==> src/rtl/seg_scan_mux_if.sv <==
// rtl/seg_scan_mux_if.sv - digit data, control and pin signals of the 7-segment scan driver
interface seg_scan_mux_if #(
    parameter int NUM_DIGITS = 4,
    parameter int BRIGHT_W   = 3
);
    logic [4*NUM_DIGITS-1:0] digits_in;
    logic [NUM_DIGITS-1:0]   dp_in;
    logic [NUM_DIGITS-1:0]   blank_in;
    logic [BRIGHT_W-1:0]     brightness;
    logic                    update;
    logic [6:0]              seg;
    logic                    dp;
    logic [NUM_DIGITS-1:0]   ans;
    logic                    frame_start;

    modport master (
        output digits_in, dp_in, blank_in, brightness, update,
        input  seg, dp, ans, frame_start
    );

    modport slave (
        input  digits_in, dp_in, blank_in, brightness, update,
        output seg, dp, ans, frame_start
    );
endinterface

==> src/rtl/seg_scan_mux.sv <==
// rtl/seg_scan_mux.sv - multiplexed 7-segment driver with PWM, guard band and double buffer; option LEADING_ZERO_BLANK_EN
module seg_scan_mux #(
    parameter int NUM_DIGITS   = 4,
    parameter int SLOT_CYCLES  = 65536,
    parameter int BRIGHT_W     = 3,
    parameter int GUARD_CYCLES = 2
) (
    input logic         clk,
    input logic         reset,
    seg_scan_mux_if.slave bus
);
    localparam int PW = $clog2(SLOT_CYCLES);
    localparam int IW = $clog2(NUM_DIGITS);
    localparam int unsigned STEP = SLOT_CYCLES >> BRIGHT_W;

    logic [PW-1:0]           pcnt;
    logic [IW-1:0]           idx;
    logic [4*NUM_DIGITS-1:0] stg_digits, act_digits;
    logic [NUM_DIGITS-1:0]   stg_dp, act_dp, stg_blank, act_blank;
    logic                    pending;

    logic                    wrap, boundary, lit;
    logic [PW:0]             win;
    logic [NUM_DIGITS-1:0]   blank_eff;
    logic [3:0]              cur_digit;
    logic                    lead;

    function automatic logic [6:0] decode(input logic [3:0] v);
        case (v)
            4'h0: decode = 7'h40;
            4'h1: decode = 7'h79;
            4'h2: decode = 7'h24;
            4'h3: decode = 7'h30;
            4'h4: decode = 7'h19;
            4'h5: decode = 7'h12;
            4'h6: decode = 7'h02;
            4'h7: decode = 7'h78;
            4'h8: decode = 7'h00;
            4'h9: decode = 7'h10;
            4'hA: decode = 7'h08;
            4'hB: decode = 7'h03;
            4'hC: decode = 7'h46;
            4'hD: decode = 7'h21;
            4'hE: decode = 7'h06;
            default: decode = 7'h0E;
        endcase
    endfunction

    assign wrap     = (pcnt == PW'(SLOT_CYCLES - 1));
    assign boundary = wrap && (idx == IW'(NUM_DIGITS - 1));

    always_ff @(posedge clk or posedge reset) begin
        if (reset) begin
            pcnt <= '0;
            idx  <= '0;
        end else begin
            pcnt <= wrap ? '0 : pcnt + 1'b1;
            if (wrap)
                idx <= boundary ? '0 : idx + 1'b1;
        end
    end

    // An update landing on the boundary cycle bypasses staging so it is not delayed a whole frame.
    always_ff @(posedge clk or posedge reset) begin
        if (reset) begin
            stg_digits <= '0;
            stg_dp     <= '0;
            stg_blank  <= '0;
            act_digits <= '0;
            act_dp     <= '0;
            act_blank  <= '0;
            pending    <= 1'b0;
        end else if (boundary) begin
            if (bus.update) begin
                act_digits <= bus.digits_in;
                act_dp     <= bus.dp_in;
                act_blank  <= bus.blank_in;
            end else if (pending) begin
                act_digits <= stg_digits;
                act_dp     <= stg_dp;
                act_blank  <= stg_blank;
            end
            pending <= 1'b0;
        end else if (bus.update) begin
            stg_digits <= bus.digits_in;
            stg_dp     <= bus.dp_in;
            stg_blank  <= bus.blank_in;
            pending    <= 1'b1;
        end
    end

    always_comb begin
        blank_eff = act_blank;
        lead      = 1'b1;
`ifdef LEADING_ZERO_BLANK_EN
        for (int i = NUM_DIGITS - 1; i >= 1; i--) begin
            lead = lead && (act_digits[4*i +: 4] == 4'h0) && !act_dp[i];
            if (lead)
                blank_eff[i] = 1'b1;
        end
`endif
        cur_digit = act_digits[4*int'(idx) +: 4];
        win       = (PW+1)'((32'(bus.brightness) + 32'd1) * STEP);
        lit       = ({1'b0, pcnt} >= (PW+1)'(GUARD_CYCLES)) && ({1'b0, pcnt} < win)
                    && !blank_eff[idx];
    end

    logic [6:0]            seg_r;
    logic                  dp_r;
    logic [NUM_DIGITS-1:0] ans_r;
    logic                  fs_r;

    always_ff @(posedge clk or posedge reset) begin
        if (reset) begin
            seg_r <= 7'h7F;
            dp_r  <= 1'b1;
            ans_r <= '1;
            fs_r  <= 1'b0;
        end else begin
            seg_r <= lit ? decode(cur_digit) : 7'h7F;
            dp_r  <= !(lit && act_dp[idx]);
            ans_r <= lit ? ~(NUM_DIGITS'(1) << idx) : '1;
            fs_r  <= (pcnt == '0) && (idx == '0);
        end
    end

    assign bus.seg         = seg_r;
    assign bus.dp          = dp_r;
    assign bus.ans         = ans_r;
    assign bus.frame_start = fs_r;
endmodule

==> src/flat_wrapper.sv <==
// flat-port wrapper written by rule: the top's interface ports become plain ports
module seg_scan_mux_flat 
#(
    parameter int NUM_DIGITS   = 4,
    parameter int SLOT_CYCLES  = 65536,
    parameter int BRIGHT_W     = 3,
    parameter int GUARD_CYCLES = 2
)
  (clk, reset, bus_digits_in, bus_dp_in, bus_blank_in, bus_brightness, bus_update, bus_seg, bus_dp, bus_ans, bus_frame_start);
  seg_scan_mux_if #(.NUM_DIGITS(NUM_DIGITS), .BRIGHT_W(BRIGHT_W)) bus_i ();
  input logic clk;
  input logic reset;
  input wire logic [$bits(bus_i.digits_in)-1:0] bus_digits_in;
  input wire logic [$bits(bus_i.dp_in)-1:0] bus_dp_in;
  input wire logic [$bits(bus_i.blank_in)-1:0] bus_blank_in;
  input wire logic [$bits(bus_i.brightness)-1:0] bus_brightness;
  input wire logic [$bits(bus_i.update)-1:0] bus_update;
  output wire logic [$bits(bus_i.seg)-1:0] bus_seg;
  output wire logic [$bits(bus_i.dp)-1:0] bus_dp;
  output wire logic [$bits(bus_i.ans)-1:0] bus_ans;
  output wire logic [$bits(bus_i.frame_start)-1:0] bus_frame_start;
  assign bus_i.digits_in = bus_digits_in;
  assign bus_i.dp_in = bus_dp_in;
  assign bus_i.blank_in = bus_blank_in;
  assign bus_i.brightness = bus_brightness;
  assign bus_i.update = bus_update;
  assign bus_seg = bus_i.seg;
  assign bus_dp = bus_i.dp;
  assign bus_ans = bus_i.ans;
  assign bus_frame_start = bus_i.frame_start;
  seg_scan_mux #(.NUM_DIGITS(NUM_DIGITS), .SLOT_CYCLES(SLOT_CYCLES), .BRIGHT_W(BRIGHT_W), .GUARD_CYCLES(GUARD_CYCLES)) u_core (.clk(clk), .reset(reset), .bus(bus_i));
endmodule
==> config.mk <==
export PLATFORM = sky130hd
export DESIGN_NAME = seg_scan_mux_flat
export DESIGN_NICKNAME = d
export VERILOG_FILES = /design/src/rtl/seg_scan_mux_if.sv /design/src/rtl/seg_scan_mux.sv /design/src/flat_wrapper.sv
export SDC_FILE = /design/constraint.sdc
export NUM_CORES = 1
export LEC_CHECK = 0
export CAP_MARGIN = 5
export CORE_MARGIN = 3
export CORE_UTILIZATION = 52
export CTS_CLUSTER_DIAMETER = 60
export CTS_CLUSTER_SIZE = 20
export DETAILED_ROUTE_END_ITERATION = 6
export PLACE_DENSITY = 0.77
export SLEW_MARGIN = 30
export SYNTH_ARGS = -nofsm -noshare
export SYNTH_HDL_FRONTEND = slang
export SYNTH_SLANG_ARGS = --single-unit
export TNS_END_PERCENT = 10
==> constraint.sdc <==
create_clock -name clk -period 4.1 [get_ports clk]
set_clock_uncertainty 0.05 [all_clocks]
set_input_delay 0.82 -clock clk [delete_from_list [all_inputs] [get_ports clk]]
set_output_delay 0.82 -clock clk [all_outputs]
set_load 0.05 [all_outputs]
* After elaboration in Yosys (flattened, before gate mapping)
Memory sizes are Yosys's and may differ from the RTL's.
Cells that the tools add are included.
** Word-level totals
- Bits of input ports :: 30
- Output and inout bits :: 13
- Memory bits (read-only) :: 112
- Word-level logic and storage cells :: 55
- Memories kept :: 1
- Register bits after elaboration :: 80
** Memories
- (name not given) :: depth 16, bits a word 7, read ports 1, clocked after memory_dff 0, write ports 0, RTL line seg_scan_mux.sv:29 : case (v)
** Operators by class
- Mux-type cells :: 16
- Magnitude comparators :: 3
- Equality and inequality tests :: 2
- Reductions and logical operators :: 13
- Shift-type cells :: 2
- Add/subtract/negate cells :: 3
- Bitwise logic cells :: 2
** Operators with widths (number)
- $mux 16 :: 3
- $mux 4 :: 5
- $lt 16x17->1 :: 1
- $add 16x1->16 const B :: 1
- $eq 16x16->1 const B :: 1
- $ge 16x2->1 const B :: 1
- $logic_not 16->1 :: 1
- $shiftx 16x5->4 :: 1
- $mux 7 :: 1
- $logic_and 1x1->1 :: 5
- $add 3x1->4 const B :: 1
- $bmux 1 s2 :: 2
- $mux 1 :: 4
- $not 4->4 :: 1
- $reduce_and 2->1 :: 2
- $reduce_bool 2->1 :: 2
- $shl 1x2->4 const A :: 1
- $lt 2x3->1 const B :: 1
- $add 2x1->2 const B :: 1
- $eq 2x2->1 const B :: 1
- $logic_not 1->1 :: 2
- $logic_not 2->1 :: 1
- $mux 2 :: 1
- $not 1->1 :: 1

* Longest topological paths before layout
- Depth after elaboration :: 6
- Depth in mapped cells :: 8

* Worst setup path before layout
OpenSTA, ideal clock, no wires.
- Kind :: input port to flip-flop
- From :: in bus_brightness[0]
- To :: reg u_core.seg_r[2] (netlist: u_core.bus.seg[2])
- Data arrival time :: 2.061 ns
- Cell stages on the path :: 8
- Library setup time :: 0.094 ns
- Path buffers :: 1
- Required time :: 3.956 ns
- Setup slack :: 1.895 ns
- Cell sequence :: ha_1 > xnor2_1 > ha_1 > a21oi_1 > a32o_1 > o211a_1 > buf_2 > o221ai_1
** On the way
- Cells in the longest elaborated chain, start to end :: 5
** RTL lines
- from (decl) :: RTL line flat_wrapper.sv:16 : input wire logic [$bits(bus_i.brightness)-1:0] bus_brightness;
- $add 3x1->4 :: RTL line seg_scan_mux.sv:103 : win = (PW+1)'((32'(bus.brightness) + 32'd1) * STEP);
- $lt 16x17->1 :: RTL line seg_scan_mux.sv:104 : lit = ({1'b0, pcnt} >= (PW+1)'(GUARD_CYCLES)) && ({1'b0, pcnt} < win)
- $logic_and 1x1->1 :: RTL line seg_scan_mux.sv:104
- $logic_and 1x1->1 :: RTL line seg_scan_mux.sv:105 : && !blank_eff[idx];
- $mux 7 :: RTL line seg_scan_mux.sv:120 : seg_r <= lit ? decode(cur_digit) : 7'h7F;
- to (signal assigned) :: RTL line seg_scan_mux.sv:120
- to (decl) :: RTL line seg_scan_mux.sv:108 : logic [6:0] seg_r;
Every way passes these cells.
A chain may end at the register's enable or synchronous reset.

* Worst setup path in the final report
- From :: in bus_brightness[0]
- To :: reg u_core.seg_r[0] (netlist: u_core.bus.seg[0])
Same word-level chain as after synthesis.

==> impl_metrics.py <==
metrics = {
    "timing": {
        "rsz0062_at_grt": "false",
        "slew_violations": 0,
        "min_period_ps": 2730,
        "hold_ws_ps": 443,
        "hold_violations": 0,
        "fmax_ghz": 0.367,
        "slew_headroom": 0.430,
        "tns_ps": 0,
        "finalSetupViolations": 0,
        "worstMarginPinSlew_ps": 853,
        "min_period_over_period": 0.665,
    },
    "floorplan": {
        "die_h_um": 92.5,
        "die_w_um": 92.5,
        "initial_core_util": 0.554,
        "dieArea_um2": 8550,
        "ioPinCount": 43,
        "core_um2": 7020,
        "rows": 30,
    },
    "final_layout": {
        "utilization": 0.655,
        "nets": 401,
        "drive_above_1_share": 0.133,
        "diodes": 0,
        "area_delta_synth_final_pct": 18.2,
        "instances_no_fill": 457,
    },
    "synth": {
        "syn_area_um2": 3890,
        "ys_seq_area_frac": 0.519,
        "synth_nets": 364,
        "avgSynthCellArea_um2": 12.2,
        "synthArstFlopShare": 1.00,
        "synth_edf_count": 0,
        "synthCells": 319,
        "synth.distinct_cells": 45,
        "ys_seq_elements": 80,
        "yosysWarnings": 0,
        "synth_area_leaders": "dfrtp_1 (44%), dfstp_2 (8.1%), mux2_1 (5.8%)",
        "synth_simple_gate_area_frac": 0.120,
        "synthTopCellsByCount": "dfrtp_1 (68), o2bb2ai_1 (23), mux2_1 (20)",
        "synth-xor-area-share": 0.0315,
        "synth_top_family_by_area": "compound AO/OA/AOI/OAI gates",
        "yosys.area.top_type": "dfrtp_1",
        "synth_top_area_share": 0.438,
        "synth_mux_area_frac": 0.117,
        "synthAdderAreaFrac": 0.0483,
        "synth_top_flop_cell": "dfrtp_1",
        "synth_compound_area_frac": 0.126,
        "yosysMostFrequentCell": "dfrtp_1",
    },
    "critical_path": {
        "start_kind": "input port",
        "r2r_slack_ps": 1510,
        "worstSetupPathType": "input port to flop",
        "crit_path_end_kind": "flop",
        "slowest_stage": "clkdlybuf4s50_1",
        "path_cells": "clkdlybuf4s50_1, ha_1, xnor2_1, ha_1, a21oi_1, a32o_1, o211a_1, a21boi_1, o211ai_1",
        "slowest_delay_ps": 450,
        "path_delay_family": "compound AO/OA/AOI/OAI gates",
        "cp.arrival_ps": 2950,
        "path_max_fanout": 11,
        "cpMostUsedCell": "ha_1",
        "crit_required_ps": 4320,
        "path_buf_inv": 1,
    },
    "placement": {
        "gp_congestion": 0.800,
        "hpwl_mm": 5.21,
        "placed_cells": 441,
        "numPortBuffers": 42,
    },
    "clock_network": {
        "htree_levels": 3,
        "cts_sinks": 80,
        "clk_latency_ps": 350,
        "cts_hold_buf": 0,
        "cts_buffers": 9,
        "post_cts_resize_count": 0,
        "cts_root_buf": "clkbuf_8",
        "clock_path_buffers": 2,
        "post_cts_buffers": 0,
        "clk_pin_slew_ps": 80,
        "tritoncts": "done",
    },
    "hold_path": {
        "hp-class": "flop to flop",
    },
    "pwr": {
        "clkPwrFrac": 0.389,
        "power_density_nw_per_um2": 383,
        "leakagePower_uw": 0.00197,
        "power.switching_uw": 419,
        "irDropWorstVdd_v": 0.000172,
        "netSwitchingFraction": 0.238,
        "seqPwrFrac": 0.489,
        "combPwrFrac": 0.121,
        "finalPower_uw": 1760,
        "p_int_uw": 1340,
    },
    "routing": {
        "num_vias": 2629,
        "wire_per_inst_um": 16.4,
        "avgViaCountPerCell": 5.75,
        "dr.pass1.iters": 4,
        "routed_wl_mm": 7.51,
        "dr.first_iter.drc_count": 134,
        "drc": 0,
        "drtAntennaViolNets": 0,
    },
    "global_routing": {
        "antenna_found_initial": 0,
        "grt_pass1_wl_mm": 12.6,
        "grt_pass1_vias": 2598,
        "track_usage": 0.190,
        "grt_max_degree": 50,
        "overflow": 0,
    },
    "run": {
        "maxCapViolCount": 0,
    },
    "status": {
        "outcome": "finished clean",
    },
}
-- cells in the final DEF, fill, tap and decap left out, drive strengths merged, types with 11 or more instances in the layout --
cell type and n:
mux2 25, and3b 12, a21oi 13, clkdlybuf4s50 42, dfstp 12, ha 15
inv 12, a22oi 11, dfrtp 68, nand2 20, nor2 16, o2bb2ai 23
-- registers in the layout (all words and copies together), names as in the netlist --
register                flops
u_core.act_digits          16
u_core.bus.frame_start      1
u_core.bus.ans              4
u_core.act_blank            4
u_core.pending              1
u_core.act_dp               4
u_core.stg_blank            4
u_core.stg_dp               4
u_core.idx                  2
u_core.stg_digits          16
u_core.pcnt                16
u_core.bus.seg              7
u_core.bus.dp               1
-- per-stage QoR --
step / instance area [µm²] / setup WS, ps
final: 4600 / 1370
after detailed placement: 4350 / 1010
after global routing: 4600 / 1280
after global placement: 4350 / 1140
after floorplan: 3890 / 1200
after CTS: 4590 / 1390
-- power by group through the flow --
stage	Clock, µW	Combinational [µW]	Sequential (µW)
2_1_floorplan	0	105	909
3_3_place_gp	0	210	874
4_1_cts	698	216	862
5_1_grt	737	233	868
6_report	686	213	862
3_5_place_dp	0	215	877
-- path summary, 6_finish.rpt --
path / start / to / depth (start not counted)
worst min-delay path: u_core.stg_digits[4] / u_core.stg_digits[4] / 1
worst min register to register: u_core.stg_digits[4] / u_core.stg_digits[4] / 1
worst max register to register: u_core.pcnt[0] / u_core.stg_digits[8] / 6
worst max-delay path: bus_brightness[0] / u_core.bus.seg[0] / 9
max in group asynchronous: reset / u_core.bus.seg[3] / 3
min in group asynchronous: reset / u_core.pcnt[6] / 2
-- kinds of logic (layout without fill, tap and decap cells) --
| family | count (synthesis) | after routing |
|---|---|---|
| and+or+nand+nor | 79 | 79 |
| DFF | 80 | 80 |
| muxes | 35 | 35 |
| adders and majority gates | 15 | 15 |
| xor gates and xnor gates | 14 | 14 |
| buffers and inverters | 30 | 72 |
| AOI/OAI and AO/OA | 66 | 66 |
-- layer usage --
| metal | wire length (µm) | part of all wire | GRT usage |
|---|---|---|---|
| met1 | 3440 | 0.46 | 0.265 |
| met2 | 3560 | 0.47 | 0.282 |
| met3 | 403 | 0.054 | 0.0463 |
| met4 | 112 | 0.015 | 0.0829 |
| met5 | 0 | 0 | 0 |
-- area by class of cell --
type	instances	area, µm²
clock buffer	10	128
timing repair buffer	44	448
inverter	12	45.0
tap	96	120
multi-input combinational	209	1730
clock inverter	6	108
fill	572	2420
sequential	80	2020
-- worst register-to-register path: cells and delay by family, from the launching register on --
kind	cells	cell delay, ps
mux	1	390
flops	1	430
fa+ha+maj	1	230
simple gates	4	1370
(Power assumes the default switching activity.)
